[src/rtl/kem_keccak_arbiter_if.sv]
// Request/grant bus between the ML-KEM sequencers and the Keccak core arbiter.
// slave = arbiter side, master = requesters plus Keccak core side.
interface kem_keccak_arbiter_if #(
  parameter int NUM_REQ = 4,
  parameter int MODE_W  = 2
);
  logic [NUM_REQ-1:0]         req_i;
  logic [NUM_REQ*MODE_W-1:0]  mode_i;
  logic [NUM_REQ-1:0]         gnt_o;
  logic [NUM_REQ-1:0]         done_o;
  logic [NUM_REQ-1:0]         err_o;
  logic                       busy_o;
  logic [$clog2(NUM_REQ)-1:0] owner_o;
  logic                       core_start_o;
  logic [MODE_W-1:0]          core_mode_o;
  logic                       core_abort_o;
  logic                       core_done_i;

  modport slave (
    input  req_i, mode_i, core_done_i,
    output gnt_o, done_o, err_o, busy_o, owner_o,
           core_start_o, core_mode_o, core_abort_o
  );

  modport master (
    output req_i, mode_i, core_done_i,
    input  gnt_o, done_o, err_o, busy_o, owner_o,
           core_start_o, core_mode_o, core_abort_o
  );
endinterface

[src/rtl/kem_keccak_arbiter.sv]
// Round-robin owner of the shared Keccak core: one locked grant per hash job,
// completion routed to the owner only, watchdog abort for hung jobs.
module kem_keccak_arbiter #(
  parameter int NUM_REQ     = 4,
  parameter int MODE_W      = 2,
  parameter int TIMEOUT_CYC = 4095,
  parameter int CNT_W       = 12
) (
  input  logic                  clk_i,
  input  logic                  rst_i,
  kem_keccak_arbiter_if.slave   bus
);

  localparam int IDX_W = $clog2(NUM_REQ);
  localparam bit WD_EN = (TIMEOUT_CYC != 0);
  localparam logic [CNT_W-1:0] WD_LAST = WD_EN ? CNT_W'(TIMEOUT_CYC - 1) : '0;

  typedef enum logic [1:0] {
    S_IDLE,
    S_START,
    S_RUN,
    S_RELEASE
  } state_t;

  state_t             state_q;
  logic [IDX_W-1:0]   ptr_q;
  logic [IDX_W-1:0]   owner_q;
  logic [CNT_W-1:0]   wd_q;
  logic [NUM_REQ-1:0] gnt_q;
  logic [NUM_REQ-1:0] done_q;
  logic [NUM_REQ-1:0] err_q;
  logic               busy_q;
  logic               start_q;
  logic               abort_q;
  logic [MODE_W-1:0]  mode_q;

  logic               win_vld_d;
  logic [IDX_W-1:0]   win_d;
  logic [MODE_W-1:0]  win_mode_d;
  logic               owner_req_d;

  function automatic logic [NUM_REQ-1:0] onehot(input logic [IDX_W-1:0] idx);
    logic [NUM_REQ-1:0] oh;
    oh      = '0;
    oh[idx] = 1'b1;
    return oh;
  endfunction

  // Scan from the farthest candidate back to ptr+1 so the nearest asserted
  // request after the last owner is the one that sticks.
  always_comb begin
    logic [IDX_W-1:0] cand;
    cand      = '0;
    win_vld_d = 1'b0;
    win_d     = '0;
    for (int off = NUM_REQ; off >= 1; off--) begin
      cand = IDX_W'((int'(ptr_q) + off) % NUM_REQ);
      if (bus.req_i[cand]) begin
        win_vld_d = 1'b1;
        win_d     = cand;
      end
    end
  end

  always_comb begin
    win_mode_d = '0;
    for (int r = 0; r < NUM_REQ; r++) begin
      if (win_d == IDX_W'(r)) begin
        win_mode_d = bus.mode_i[r*MODE_W +: MODE_W];
      end
    end
  end

  assign owner_req_d = bus.req_i[owner_q];

  always_ff @(posedge clk_i or posedge rst_i) begin
    if (rst_i) begin
      state_q <= S_IDLE;
      ptr_q   <= IDX_W'(NUM_REQ - 1);
      owner_q <= '0;
      wd_q    <= '0;
      gnt_q   <= '0;
      done_q  <= '0;
      err_q   <= '0;
      busy_q  <= 1'b0;
      start_q <= 1'b0;
      abort_q <= 1'b0;
      mode_q  <= '0;
    end else begin
      start_q <= 1'b0;
      done_q  <= '0;
      err_q   <= '0;
      abort_q <= 1'b0;
      unique case (state_q)
        S_IDLE: begin
          if (win_vld_d) begin
            owner_q <= win_d;
            mode_q  <= win_mode_d;
            gnt_q   <= onehot(win_d);
            start_q <= 1'b1;
            busy_q  <= 1'b1;
            state_q <= S_START;
          end
        end
        S_START: begin
          wd_q    <= '0;
          state_q <= S_RUN;
        end
        S_RUN: begin
          wd_q <= wd_q + CNT_W'(1);
          // A completion in the same cycle as a withdraw or timeout still counts as done.
          if (bus.core_done_i) begin
            done_q  <= onehot(owner_q);
            gnt_q   <= '0;
            busy_q  <= 1'b0;
            state_q <= S_RELEASE;
          end else if (!owner_req_d) begin
            abort_q <= 1'b1;
            gnt_q   <= '0;
            busy_q  <= 1'b0;
            state_q <= S_RELEASE;
          end else if (WD_EN && (wd_q == WD_LAST)) begin
            abort_q <= 1'b1;
            err_q   <= onehot(owner_q);
            gnt_q   <= '0;
            busy_q  <= 1'b0;
            state_q <= S_RELEASE;
          end
        end
        S_RELEASE: begin
          ptr_q   <= owner_q;
          state_q <= S_IDLE;
        end
        default: state_q <= S_IDLE;
      endcase
    end
  end

  assign bus.gnt_o        = gnt_q;
  assign bus.done_o       = done_q;
  assign bus.err_o        = err_q;
  assign bus.busy_o       = busy_q;
  assign bus.owner_o      = owner_q;
  assign bus.core_start_o = start_q;
  assign bus.core_mode_o  = mode_q;
  assign bus.core_abort_o = abort_q;

  a_gnt_onehot0 : assert property (@(posedge clk_i) disable iff (rst_i) $onehot0(gnt_q));
  a_start_busy  : assert property (@(posedge clk_i) disable iff (rst_i) start_q |-> busy_q);

endmodule

[src/flat_wrapper.sv]
// flat-port wrapper written by rule: the top's interface ports become plain ports
module kem_keccak_arbiter_flat 
#(
  parameter int NUM_REQ     = 4,
  parameter int MODE_W      = 2,
  parameter int TIMEOUT_CYC = 4095,
  parameter int CNT_W       = 12
)
  (clk_i, rst_i, bus_req_i, bus_mode_i, bus_core_done_i, bus_gnt_o, bus_done_o, bus_err_o, bus_busy_o, bus_owner_o, bus_core_start_o, bus_core_mode_o, bus_core_abort_o);
  kem_keccak_arbiter_if #(.NUM_REQ(NUM_REQ), .MODE_W(MODE_W)) bus_i ();
  input  logic clk_i;
  input  logic rst_i;
  input wire logic [$bits(bus_i.req_i)-1:0] bus_req_i;
  input wire logic [$bits(bus_i.mode_i)-1:0] bus_mode_i;
  input wire logic [$bits(bus_i.core_done_i)-1:0] bus_core_done_i;
  output wire logic [$bits(bus_i.gnt_o)-1:0] bus_gnt_o;
  output wire logic [$bits(bus_i.done_o)-1:0] bus_done_o;
  output wire logic [$bits(bus_i.err_o)-1:0] bus_err_o;
  output wire logic [$bits(bus_i.busy_o)-1:0] bus_busy_o;
  output wire logic [$bits(bus_i.owner_o)-1:0] bus_owner_o;
  output wire logic [$bits(bus_i.core_start_o)-1:0] bus_core_start_o;
  output wire logic [$bits(bus_i.core_mode_o)-1:0] bus_core_mode_o;
  output wire logic [$bits(bus_i.core_abort_o)-1:0] bus_core_abort_o;
  assign bus_i.req_i = bus_req_i;
  assign bus_i.mode_i = bus_mode_i;
  assign bus_i.core_done_i = bus_core_done_i;
  assign bus_gnt_o = bus_i.gnt_o;
  assign bus_done_o = bus_i.done_o;
  assign bus_err_o = bus_i.err_o;
  assign bus_busy_o = bus_i.busy_o;
  assign bus_owner_o = bus_i.owner_o;
  assign bus_core_start_o = bus_i.core_start_o;
  assign bus_core_mode_o = bus_i.core_mode_o;
  assign bus_core_abort_o = bus_i.core_abort_o;
  kem_keccak_arbiter #(.NUM_REQ(NUM_REQ), .MODE_W(MODE_W), .TIMEOUT_CYC(TIMEOUT_CYC), .CNT_W(CNT_W)) u_core (.clk_i(clk_i), .rst_i(rst_i), .bus(bus_i));
endmodule
[config.mk]
export PLATFORM = sky130hd
export DESIGN_NAME = kem_keccak_arbiter_flat
export DESIGN_NICKNAME = d
export VERILOG_FILES = /design/src/rtl/kem_keccak_arbiter_if.sv /design/src/rtl/kem_keccak_arbiter.sv /design/src/flat_wrapper.sv
export SDC_FILE = /design/constraint.sdc
export NUM_CORES = 1
export LEC_CHECK = 0
export ABC_AREA = 1
export BUFFER_PORTS_ARGS = -buffer_cell sky130_fd_sc_hd__buf_2
export CELL_PAD_IN_SITES_DETAIL_PLACEMENT = 1
export CELL_PAD_IN_SITES_GLOBAL_PLACEMENT = 1
export CORE_ASPECT_RATIO = 0.5
export CORE_MARGIN = 2
export CORE_UTILIZATION = 30
export DETAILED_ROUTE_END_ITERATION = 16
export GPL_TIMING_DRIVEN = 0
export PLACE_DENSITY = 0.67
export SYNTH_ARGS = -nofsm -noshare
export SYNTH_HDL_FRONTEND = slang
export SYNTH_SLANG_ARGS = --single-unit
[constraint.sdc]
create_clock -name clk_i -period 2.2 [get_ports clk_i]
set_clock_uncertainty 0.15 [all_clocks]
set_input_delay 0.55 -clock clk_i [delete_from_list [all_inputs] [get_ports clk_i]]
set_output_delay 0.55 -clock clk_i [all_outputs]
set_load 0.01 [all_outputs]
==> flow_summary.ini <==
[yosys]
netlist-cell-type-count = 30
synth_ff_type = sky130_fd_sc_hd__dfrtp_1
synthCells = 239
postSynthRegisterBits = 35
biggest_area_contributors_in_the_synthesized_netlist = sky130_fd_sc_hd__dfrtp_1 43%, sky130_fd_sc_hd__nand2_1 10%, sky130_fd_sc_hd__inv_1 6.7%, sky130_fd_sc_hd__nor2_1 4.5%, sky130_fd_sc_hd__nand2_2 4.3%
cell_with_the_most_instances_after_synthesis = sky130_fd_sc_hd__nand2_1
post-synth-top-area-fraction_pct = 43.3
synthDominantAreaCellType = sky130_fd_sc_hd__dfrtp_1
synth_warnings = 0
synth.cell_area_um2 = 1910
proportion_of_synthesized_chip_area_in_sequential_cells_pct = 46.1
syn_nets = 260
postSynthAreaPerCell_um2 = 7.97
synthTopCellsByCount = 51 x sky130_fd_sc_hd__nand2_1, 34 x sky130_fd_sc_hd__inv_1, 33 x sky130_fd_sc_hd__dfrtp_1
async_reset_ff_share_pct = 100
synth-edff-count = 0

[cells_and_area]
diodes = 0
fillCellCount = 770
flow.area_growth_from_synthesis_pct = 23.4
seqCellArea_um2 = 878
fin_nets = 299
layout-drive-gt1-share_pct = 26.9
multi_input_comb_area_um2 = 875
final_design_area_no_fill_um2 = 2350

[placement]
detailedPlacementHpwl_um = 3560
io_buffer_count = 33
routabilityCongestion = 0.755
placement.setup.worst_slack_ns = 0.136
placed_area_um2 = 2180

[timing]
report.final.hold_viol_count = 0
min_period_over_period_pct = 91.8
maxSlewHeadroom_pct = 49.7
rsz_0062_raised_after_global_routing = no
timing_worst_slew_pin_value_ns = 0.753
timing.final.ws_setup_ns = 0.181
fin_setup_tns_ns = 0
fmax_ghz = 0.495
finalMaxSlewViolations = 0
report.final.setup_viol = 0
finalCriticalPeriod_ns = 2.02

[setup_path]
critical_path_class = register to register
critical_path_arrival_ns = 2.03
timing.critical_path.from_type = register
timing.critical_path.to_type = register
worst-endpoint-required_ns = 2.21
critical_path_peak_fanout = 8

[pwr]
leakage_nw = 1.18
maximum_vdd_ir_drop_mv = 0.397
sequentialPowerShare_pct = 28.0
powerDensity_nw_per_um2 = 1400
internal_power_mw = 1.84
clock_power_share_pct = 24.6
pwr-share-comb_pct = 47.4
sw_frac_of_total_pct = 44.0
totalPowerFinal_mw = 3.29
power.net_switching_mw = 1.45

[global_route]
grt_remaining_overflow = 0
grt_antenna_before_repair = 0
grtUsageTotal_pct = 14.3
grt_pass1_wl_um = 7770
grt_max_degree = 36
vias_in_the_first_global_route = 1778

[floorplanning]
std_cell_rows = 20
die_ht_um = 60.4
initial_utilization_pct = 31.2
core_region_area_um2 = 6110
die_w_um = 117
num_io_pins = 34
die_area_um2 = 7040

[detailed_routing]
routed_wl_um = 4570
drt-wirelength-per-cell_um = 12.5
drc = 0
dr.first_iter.drc_count = 51
ant_nets = 0
viasPerCell = 4.55
routed-via-count = 1670
first_pass_iters = 4

[clock_network]
cts_max_path_buffers = 2
tritoncts_num_sinks = 35
worstSkewPairLatency_ns = 0.28
cts_resized = 0
clk_pin_slew_worst_paths_ns = 0.06
cts.repair_timing.setup_buffer_count = 0
cts-buffers-inserted = 5
clock_tree.htree_level_count = 2
cts.hold.buffers_added = 0
clockRootBuffer = sky130_fd_sc_hd__clkbuf_16
tritoncts_clock_tree = done

[run_status]
outcome = completed

[job]
cap_viol_max_count = 0

[hold_path]
timing.hold.worst.class = primary input to async pin
## worst max-delay path, stage by stage, from the launching register on
cell                      delay [ns]
sky130_fd_sc_hd__dfrtp_1        0.40
sky130_fd_sc_hd__inv_1          0.08
sky130_fd_sc_hd__ha_1           0.36
sky130_fd_sc_hd__inv_1          0.11
sky130_fd_sc_hd__nor2_1         0.46
sky130_fd_sc_hd__inv_1          0.14
sky130_fd_sc_hd__o21ai_0        0.13
sky130_fd_sc_hd__nor2_1         0.07
## registers in the layout, summed over array words and instances (netlist names)
name	count
u_core.bus.err_o	4
u_core.bus.done_o	4
u_core.state_q	2
u_core.bus.gnt_o	4
u_core.bus.core_mode_o	2
u_core.wd_q	12
u_core.bus.core_abort_o	1
u_core.bus.owner_o	2
u_core.bus.busy_o	1
u_core.ptr_q	2
u_core.bus.core_start_o	1
## logic make-up (layout without fill, tap and decap cells)
logic type	Yosys count	in the layout	share of synthesized area, %
flops	35	35	46.1
fa+ha+maj	6	6	3.94
simple gates	128	128	32.2
xor+xnor	1	1	0.460
compound gates	29	29	9.06
buf+inv	40	80	8.27
## layout make-up
class,count,share of cell area [%]
Sequential cell,35,37.4
Multi-Input combinational cell,164,37.2
Clock buffer,5,5.32
Timing Repair Buffer,33,7.03
Tap cell,88,4.68
Clock inverter,3,1.86
Buffer,1,0.479
Inverter,38,6.07
## layout by cell type (no fill, tap or decap), types with 7 or more instances in the layout
cell	Yosys	layout
sky130_fd_sc_hd__nand2_2	13	13
sky130_fd_sc_hd__nor3_1	12	12
sky130_fd_sc_hd__nor2_1	23	21
sky130_fd_sc_hd__nand2_1	51	51
sky130_fd_sc_hd__buf_2	0	33
sky130_fd_sc_hd__a21oi_1	7	7
sky130_fd_sc_hd__o21ai_0	10	10
sky130_fd_sc_hd__inv_1	34	33
sky130_fd_sc_hd__nand3_1	13	13
sky130_fd_sc_hd__dfrtp_1	33	33
## layer usage
| metal | track usage, % | vias to the layer above | routed length, um |
|---|---|---|---|
| li1 | - | 844 | - |
| met1 | 17.9 | 806 | 2240 |
| met2 | 25.3 | 14 | 2190 |
| met3 | 3.00 | 6 | 89 |
| met4 | 5.21 | 0 | 54 |
| met5 | 0 | - | 0 |
## power by group through the flow
stage	logic (mW)	registers, mW	clock network, mW
final	1.56	0.920	0.809
after global routing	1.79	0.942	0.856
after CTS	1.58	0.921	0.832
after detailed placement	1.57	0.931	0
after global placement	1.52	0.923	0
after floorplan	1.13	0.948	0
## path summary, 6_finish.rpt
path | depth (start not counted) | to | slack, ns | start
worst max-delay path | 7 | u_core.wd_q[4] | 0.18 | u_core.state_q[1]
worst min-delay path | 2 | u_core.bus.done_o[2] | 0.25 | rst_i
worst max register to register | 7 | u_core.wd_q[4] | 0.18 | u_core.state_q[1]
worst min register to register | 2 | u_core.bus.gnt_o[1] | 0.32 | u_core.bus.gnt_o[1]
max in group asynchronous | 2 | u_core.wd_q[8] | 1.17 | rst_i
min in group clk_i | 2 | u_core.bus.core_abort_o | 0.31 | bus_core_done_i
## stage by stage
stage                     util, %  instances  hold slack [ns]
final                        38.5        367            0.254
after global routing         38.5        367            0.322
after global placement       35.7        360            0.307
after CTS                    38.5        368            0.313
after detailed placement     35.7        360            0.312
after floorplan                 -        239            0.326
Note: power is estimated with default switching activity, not from simulation.
